<file path="config.mk">
export PLATFORM = sky130hd
export DESIGN_NAME = uart_tx_arbiter
export DESIGN_NICKNAME = d
export VERILOG_FILES = /design/src/rtl/uart_arb_pkg.sv /design/src/rtl/uart_tx_arbiter_lock_timer.sv /design/src/rtl/uart_tx_arbiter.sv
export SDC_FILE = /design/constraint.sdc
export NUM_CORES = 1
export LEC_CHECK = 0
export ABC_CLOCK_PERIOD_IN_PS = 1900
export CAP_MARGIN = 40
export CORE_MARGIN = 2
export CORE_UTILIZATION = 35
export DETAILED_ROUTE_END_ITERATION = 16
export GPL_TIMING_DRIVEN = 0
export PLACE_DENSITY = 0.62
export SLEW_MARGIN = 20
export SYNTH_ARGS = -nofsm -noshare
export SYNTH_HDL_FRONTEND = slang
export SYNTH_SLANG_ARGS = --single-unit
</file>
<file path="constraint.sdc">
create_clock -name clock -period 1.9 [get_ports clock]
set_input_delay 0.285 -clock clock [delete_from_list [all_inputs] [get_ports clock]]
set_output_delay 0.285 -clock clock [all_outputs]
set_load 0.005 [all_outputs]
</file>
<file path="src/rtl/uart_arb_pkg.sv">
// Shared state encoding and parameter defaults for the UART TX arbiter.
package uart_arb_pkg;

   typedef enum logic [1:0] {
      ST_IDLE   = 2'd0,
      ST_GRANT0 = 2'd1,
      ST_GRANT1 = 2'd2
   } arb_state_t;

   localparam int DATA_W_DEF       = 8;
   localparam int LOCK_TIMEOUT_DEF = 1000000;

   // Smallest width whose range strictly exceeds the timeout value.
   function automatic int cnt_w_for(input int limit);
      return $clog2(limit + 1);
   endfunction

endpackage

</file>
<file path="src/rtl/uart_tx_arbiter_lock_timer.sv">
// Silence timer for the granted requester; pulses expire on the LOCK_TIMEOUT-th
// consecutive enabled cycle since the last clear.
module lock_timer #(
   parameter int LOCK_TIMEOUT = 1000000,
   parameter int CNT_W        = 20
) (
   input  logic clock,
   input  logic reset,
   input  logic clear,
   input  logic enable,
   input  logic hold,
   output logic expire
);

   // Counts down the silent cycles still allowed; zero is the terminal count.
   localparam logic [CNT_W-1:0] TC_LOAD = CNT_W'(LOCK_TIMEOUT - 1);

   logic [CNT_W-1:0] remain_q;
   logic             step;

   assign step   = enable && !hold && !clear;
   assign expire = step && (remain_q == '0);

   always_ff @(posedge clock or negedge reset) begin
      if (!reset) begin
         remain_q <= TC_LOAD;
      end else if (clear) begin
         remain_q <= TC_LOAD;
      end else if (step && (remain_q != '0)) begin
         remain_q <= remain_q - CNT_W'(1);
      end
   end

endmodule

</file>
<file path="src/rtl/uart_tx_arbiter.sv">
// Packet-locked round-robin arbiter sharing one UART TX channel between the
// debug port response stream (req0) and the Brainfuck core output (req1).
//
// state     | meaning
// ST_IDLE   | no owner; picks a requester for the next cycle
// ST_GRANT0 | req0 owns the channel until its last byte or a timeout
// ST_GRANT1 | req1 owns the channel until its last byte or a timeout
module uart_tx_arbiter
   import uart_arb_pkg::*;
#(
   parameter int DATA_W       = DATA_W_DEF,
   parameter int LOCK_TIMEOUT = LOCK_TIMEOUT_DEF,
   parameter int CNT_W        = cnt_w_for(LOCK_TIMEOUT)
) (
   input  logic              clock,
   input  logic              reset,
   input  logic              io_req0_valid,
   input  logic [DATA_W-1:0] io_req0_bits,
   input  logic              io_req0_last,
   output logic              io_req0_ready,
   input  logic              io_req1_valid,
   input  logic [DATA_W-1:0] io_req1_bits,
   input  logic              io_req1_last,
   output logic              io_req1_ready,
   output logic              io_tx_valid,
   output logic [DATA_W-1:0] io_tx_bits,
   input  logic              io_tx_ready,
   output logic [1:0]        io_grant,
   output logic [7:0]        io_timeoutCount
);

   arb_state_t state_q;
   logic       rr_q;
   logic       granted;
   logic       own_valid;
   logic       own_last;
   logic       xfer;
   logic       expire;

   always_comb begin
      io_tx_valid   = 1'b0;
      io_tx_bits    = '0;
      io_req0_ready = 1'b0;
      io_req1_ready = 1'b0;
      own_valid     = 1'b0;
      own_last      = 1'b0;
      case (state_q)
         ST_GRANT0: begin
            io_tx_valid   = io_req0_valid;
            io_tx_bits    = io_req0_bits;
            io_req0_ready = io_tx_ready;
            own_valid     = io_req0_valid;
            own_last      = io_req0_last;
         end
         ST_GRANT1: begin
            io_tx_valid   = io_req1_valid;
            io_tx_bits    = io_req1_bits;
            io_req1_ready = io_tx_ready;
            own_valid     = io_req1_valid;
            own_last      = io_req1_last;
         end
         default: ;
      endcase
   end

   assign granted = (state_q == ST_GRANT0) || (state_q == ST_GRANT1);
   assign xfer    = io_tx_valid && io_tx_ready;

   // Backpressure with data pending freezes the timer rather than counting.
   lock_timer #(
      .LOCK_TIMEOUT(LOCK_TIMEOUT),
      .CNT_W       (CNT_W)
   ) u_lock_timer (
      .clock (clock),
      .reset (reset),
      .clear (!granted || xfer),
      .enable(granted && !own_valid),
      .hold  (own_valid && !io_tx_ready),
      .expire(expire)
   );

   always_ff @(posedge clock or negedge reset) begin
      if (!reset) begin
         state_q         <= ST_IDLE;
         rr_q            <= 1'b0;
         io_grant        <= 2'b00;
         io_timeoutCount <= '0;
      end else begin
         case (state_q)
            ST_IDLE: begin
               if (io_req0_valid && (!io_req1_valid || !rr_q)) begin
                  state_q  <= ST_GRANT0;
                  io_grant <= 2'b01;
               end else if (io_req1_valid) begin
                  state_q  <= ST_GRANT1;
                  io_grant <= 2'b10;
               end
            end
            ST_GRANT0, ST_GRANT1: begin
               if ((xfer && own_last) || expire) begin
                  state_q  <= ST_IDLE;
                  io_grant <= 2'b00;
                  rr_q     <= (state_q == ST_GRANT0);
                  if (expire && (io_timeoutCount != 8'hFF)) begin
                     io_timeoutCount <= io_timeoutCount + 8'd1;
                  end
               end
            end
            default: begin
               state_q  <= ST_IDLE;
               io_grant <= 2'b00;
            end
         endcase
      end
   end

endmodule

</file>
After elaboration in Yosys (flattened, before gate mapping)
Cells that the tools add are included.
{"block": "totals", "reg_bits": 31, "inputBits": 23, "out_inout_bits": 21, "elab_cells": 51}
{"block": "classes", "addsub": 2, "eq_ne": 5, "mux": 11, "reduce_logical": 29}
{"cell": "20-bit 2-to-1 mux", "count": 2}
{"cell": "20-bit logical NOT", "count": 1}
{"cell": "20-bit nonzero test", "count": 1}
{"cell": "20-bit by 1-bit subtractor with 20-bit output (second input constant)", "count": 1}
{"cell": "8-bit case mux with 2 select lines", "count": 1}
{"cell": "1-bit logical AND", "count": 10}
{"cell": "8-bit by 1-bit adder with 8-bit output (second input constant)", "count": 1}
{"cell": "8-bit != test (second input constant)", "count": 1}
{"cell": "1-bit logical NOT", "count": 7}
{"cell": "2-bit 2-to-1 mux", "count": 3}
{"cell": "1-bit logical OR", "count": 4}
{"cell": "1-bit case mux with 2 select lines", "count": 2}
{"cell": "2-bit case mux with 2 select lines", "count": 1}
{"cell": "2-bit AND reduction", "count": 2}
{"cell": "3-bit != test (second input constant)", "count": 1}
{"cell": "3-bit AND reduction", "count": 1}
{"cell": "2-bit by 1-bit equality test with 1-bit output (second input constant)", "count": 1}
{"cell": "2-bit equality test (second input constant)", "count": 1}
{"cell": "2-bit logical NOT", "count": 1}
{"cell": "1-bit 2-to-1 mux", "count": 2}
{"cell": "2-bit != test (second input constant)", "count": 1}
{"cell": "2-bit nonzero test", "count": 1}
{"cell": "2-bit OR reduction", "count": 1}

Longest topological paths before layout
{"block": "logic_depth", "depth_word": 10, "depth_mapped": 8, "mapped_depth_nobuf": 7}

Modules after synthesis
From an unflattened synthesis, not the netlist that was laid out.
{"block": "unflattened", "hier_cells": 202, "area_unflattened_um2": 1984.4}
{"mod": "lock_timer", "n_inst": 1, "cells_per_inst": 112, "area_per_inst_um2": 1146.1, "seq_area_each_um2": 515.5}
{"mod": "uart_tx_arbiter", "n_inst": 1, "cells_per_inst": 90, "area_per_inst_um2": 838.3, "seq_area_each_um2": 275.3}

Least setup slack after synthesis
OpenSTA, ideal clock, no wires.
{"block": "synth_path", "path_kind": "reg-to-reg", "start": "register state_q[1]", "end": "register io_timeoutCount[1]", "setup_time_ns": 0.125, "t_arrival_ns": 1.850, "t_required_ns": 1.775, "path_slack_ns": -0.075, "stages_incl_launch_ff": 7, "n_path_buf": 0, "synth_period_minus_slack_ns": 1.975, "cell_sequence": "dfrtp_1 -> inv_1 -> ha_1 -> a22oi_1 -> nand4_1 -> a311oi_4 -> mux2_2"}
{"block": "synth_between", "elab_chain_cells": 9, "elab_cells_between_ends": 21, "classes_between": "eq/ne (2); mux (2); reduce/logical (17)"}
{"item": "start, declared", "line": "uart_tx_arbiter.sv:32", "text": "arb_state_t state_q;"}
{"item": "start signal, assigned", "line": "uart_tx_arbiter.sv:84", "text": "state_q <= ST_IDLE;"}
{"item": "start signal, assigned", "line": "uart_tx_arbiter.sv:92", "text": "state_q <= ST_GRANT0;"}
{"item": "start signal, assigned", "line": "uart_tx_arbiter.sv:95", "text": "state_q <= ST_GRANT1;"}
{"item": "2-bit equality test or 2-bit by 1-bit equality test with 1-bit output (tied branches)", "line": "uart_tx_arbiter.sv:47, uart_tx_arbiter.sv:66, uart_tx_arbiter.sv:89"}
{"item": "1-bit case mux with 2 select lines or 1-bit logical OR (tied branches)", "line": "uart_tx_arbiter.sv:47, uart_tx_arbiter.sv:66"}
{"item": "1-bit logical NOT, or another cell as far along", "line": "uart_tx_arbiter.sv:77", "text": ".enable(granted && !own_valid),"}
{"item": "1-bit logical AND, or another cell as far along", "line": "uart_tx_arbiter.sv:77"}
{"item": "1-bit logical AND or 1-bit logical NOT (tied branches)", "line": "uart_tx_arbiter_lock_timer.sv:21", "text": "assign step = enable && !hold && !clear;"}
{"item": "1-bit logical AND", "line": "uart_tx_arbiter_lock_timer.sv:21"}
{"item": "1-bit logical AND", "line": "uart_tx_arbiter_lock_timer.sv:22", "text": "assign expire = step && (remain_q == '0);"}
{"item": "1-bit logical OR or 1-bit logical AND (tied branches)", "line": "uart_tx_arbiter.sv:100, uart_tx_arbiter.sv:104"}
{"item": "3-bit AND reduction (no source line) (*)"}
{"item": "end signal, assigned", "line": "uart_tx_arbiter.sv:105", "text": "io_timeoutCount <= io_timeoutCount + 8'd1;"}
{"item": "end, declared", "line": "uart_tx_arbiter.sv:29", "text": "output logic [7:0] io_timeoutCount"}
Mark *: on every way between the ends. The rest lies on a longest branch, timed or not.
A chain may end at the register's enable or synchronous reset.

Final worst setup path
{"block": "layout_path", "start": "register state_q[0]", "end": "register io_timeoutCount[1]"}
Same word-level chain as after synthesis.

==> flow_summary.yaml <==
logic_synthesis:
  synthTopCellsByArea: "dfrtp_1, dfstp_2, nor2_1, xor2_1, ha_1"
  mappedNetlistArea_sq_um: 1890
  ys_warn_count: 0
  ys_seq_elements: 31
  synth_cell_types: 44
  synth.avg_cell_area_sq_um: 9.76
  synth_nets: 223
  synthArstFlopShare_pct: 100
  synth_most_common_cell: "nor2_1"
  seq_area_frac_synth_pct: 41.8
  synth_edf_count: 0
  syn_inst: 194
  synth_common_cells: "nor2_1, dfrtp_1, nand2_1"
  yosys_most_used_dff: "dfrtp_1"
  yosys.area.top_type: "dfrtp_1"
  yosysTopAreaCellShare_pct: 25.1
placement:
  dp_hpwl_um: 3030
  gp_congestion: 0.744
  placedInstanceArea_sq_um: 2440
  dp_worst_setup_slack_ns: -0.366
  place_inst: 308
  port_buffers: 43
floorplanning:
  io_pins: 44
  die_x_um: 77.5
  start_util_pct: 36.6
  row_count: 26
  die_height_um: 77.5
  core_sq_um: 5170
  die_area_sq_um: 6010
routing:
  vias: 1793
  drcViolationCount: 0
  drt-wirelength-per-cell_um: 15.0
  wl_um: 5220
  firstDrtPassIters: 4
  via_per_inst: 5.17
  drt_iter0_markers: 78
  antenna_left: 0
setup_path:
  crit_fanout: 5
  reg2regPathDepth: 7
  start_kind: "register"
  crit_arrival_ns: 2.21
  end_kind: "register"
  crit_type: "reg2reg"
  critPathRequiredTime_ns: 2.07
global_route:
  grt_use_total_pct: 17.9
  grt_overflow: 0
  antenna_found_initial: 0
  grt_pass1_vias: 1889
  grt_pass1_wl_um: 8640
  grt_start_max_net_pins: 32
timing:
  slew_headroom_pct: 72.5
  max_freq_ghz: 0.490
  finalMaxSlewViolations: 0
  hold_viol_final: 0
  finalCritPeriodShare_pct: 107
  worst_slack_ns: -0.141
  clock_skew_ns: 0.00745
  finalCriticalPeriod_ns: 2.04
  finalSetupViolCount: 22
  worst-slew-pin-transition_ns: 0.409
  rsz0062_at_grt: "true"
clock_tree:
  clock_path_buffers: 2
  clk_latency_ns: 0.28
  cts_root_buffer: "clkbuf_8"
  cts.sinks: 31
  cts_tree: "yes"
  clk_pin_slew_ns: 0.07
  cts-buffers-inserted: 5
  cts_htree_levels: 2
cells_and_area:
  finish.instance_area_sq_um: 3040
  drive_above_1_share_pct: 44.4
  layout.cells.non_filler: 347
  syn_to_final_growth_pct: 60.7
  fin_nets: 305
  fin_util_pct: 58.8
  antenna_cells: 0
run:
  cap_violations: 0
power:
  powerDensity_nw_per_um2: 961
  p_total_mw: 2.92
  leakagePower_nw: 1.26
  ir_worst_vdd_mv: 0.430
run_status:
  violations: "setup timing"
  status: "finished, violations left"
min_path:
  worstHoldPathType: "in2async"
-- cell families (layout without fill, tap and decap cells) --
logic type / Yosys count / in the layout / synth area share (%)
buf+inv: 17 / 100 / 3.44
mux: 6 / 6 / 3.37
compound gates: 40 / 40 / 16.1
flops: 31 / 31 / 41.8
simple gates: 80 / 80 / 24.9
fa+ha+maj: 6 / 6 / 3.97
xor+xnor: 14 / 14 / 6.48
-- per-layer routing --
layer	vias to the layer above	part of all wire, %	global-route usage, %
met5	-	0	0
li1	882	-	-
met1	860	44	21.4
met2	44	50	31.5
met4	0	1.1	6.07
met3	7	4.3	4.30
-- where the power goes --
part | switching, mW | internal (mW)
Clock | 0.249 | 0.292
Combinational | 0.747 | 0.897
Sequential | 0.0322 | 0.707
Total | 1.03 | 1.90
-- worst max-delay path: stages, from the launching register on --
cell      delay (ns)
dfrtp_1         0.41
buf_6           0.13
ha_4            0.16
a22oi_2         0.22
nand4_1         0.19
a311oi_4        0.34
buf_4           0.18
mux2_4          0.28
-- stage by stage --
step | hold WS [ns] | setup TNS (ns)
after floorplan | -0.0106 | 0
after global placement | 0.487 | -10.15
after detailed placement | 0.255 | -8.17
after CTS | 0.492 | -1.98
after global routing | 0.496 | -4.85
final | 0.475 | -1.39
-- state kept, by name, indices dropped and copies added, names as in the netlist --
name,cells
rr_q,1
state_q,2
u_lock_timer.remain_q,20
io_timeoutCount,8
-- layout make-up --
| type | count | area [sq um] |
|---|---|---|
| fill | 443 | 2130 |
| multi-input combinational | 146 | 1270 |
| sequential | 31 | 793 |
| timing repair buffer | 79 | 702 |
| tap | 70 | 87.6 |
| clock buffer | 7 | 86.3 |
| buffer | 5 | 61.3 |
| inverter | 8 | 32.5 |
| clock inverter | 1 | 5.00 |
-- cells in the final DEF, fill, tap and decap left out, types with 4 or more instances in the layout --
| cell | count |
|---|---|
| xnor2_1 | 5 |
| xor2_1 | 9 |
| buf_6 | 9 |
| ha_4 | 4 |
| inv_2 | 4 |
| nor2_1 | 18 |
| or4_1 | 5 |
| nand2b_1 | 4 |
| clkbuf_8 | 8 |
| nand4_1 | 8 |
| dfrtp_1 | 17 |
| buf_4 | 25 |
| nand2_1 | 12 |
| nand3_1 | 6 |
| clkdlybuf4s50_1 | 31 |
| buf_2 | 9 |
| dfstp_2 | 12 |
| a22oi_2 | 9 |
| o211ai_1 | 5 |
-- worst paths after layout --
check / startpoint / end / slack [ns]
worst min register to register: io_timeoutCount[4]$_DFFE_PN0P_ / io_timeoutCount[4]$_DFFE_PN0P_ / 0.50
min in group clock: io_timeoutCount[4]$_DFFE_PN0P_ / io_timeoutCount[4]$_DFFE_PN0P_ / 0.50
worst max register to register: state_q[0]$_DFFE_PN0P_ / io_timeoutCount[1]$_DFFE_PN0P_ / -0.14
max in group asynchronous: reset / u_lock_timer.remain_q[1]$_DFFE_PN1P_ / 1.17
worst max-delay path: state_q[0]$_DFFE_PN0P_ / io_timeoutCount[1]$_DFFE_PN0P_ / -0.14
worst min-delay path: reset / rr_q$_DFFE_PN0P_ / 0.47
-- what timing repair did --
item | CTS | global route
pin swaps | 16 | 18
endpoints found under the hold margin | 19 | 0
resized for setup | 90 | 18
setup buffers | 26 | 8
hold buffers | 1 | 0
endpoints found under the setup margin | 39 | 38
No activity file was read; power rests on OpenSTA's default activity.
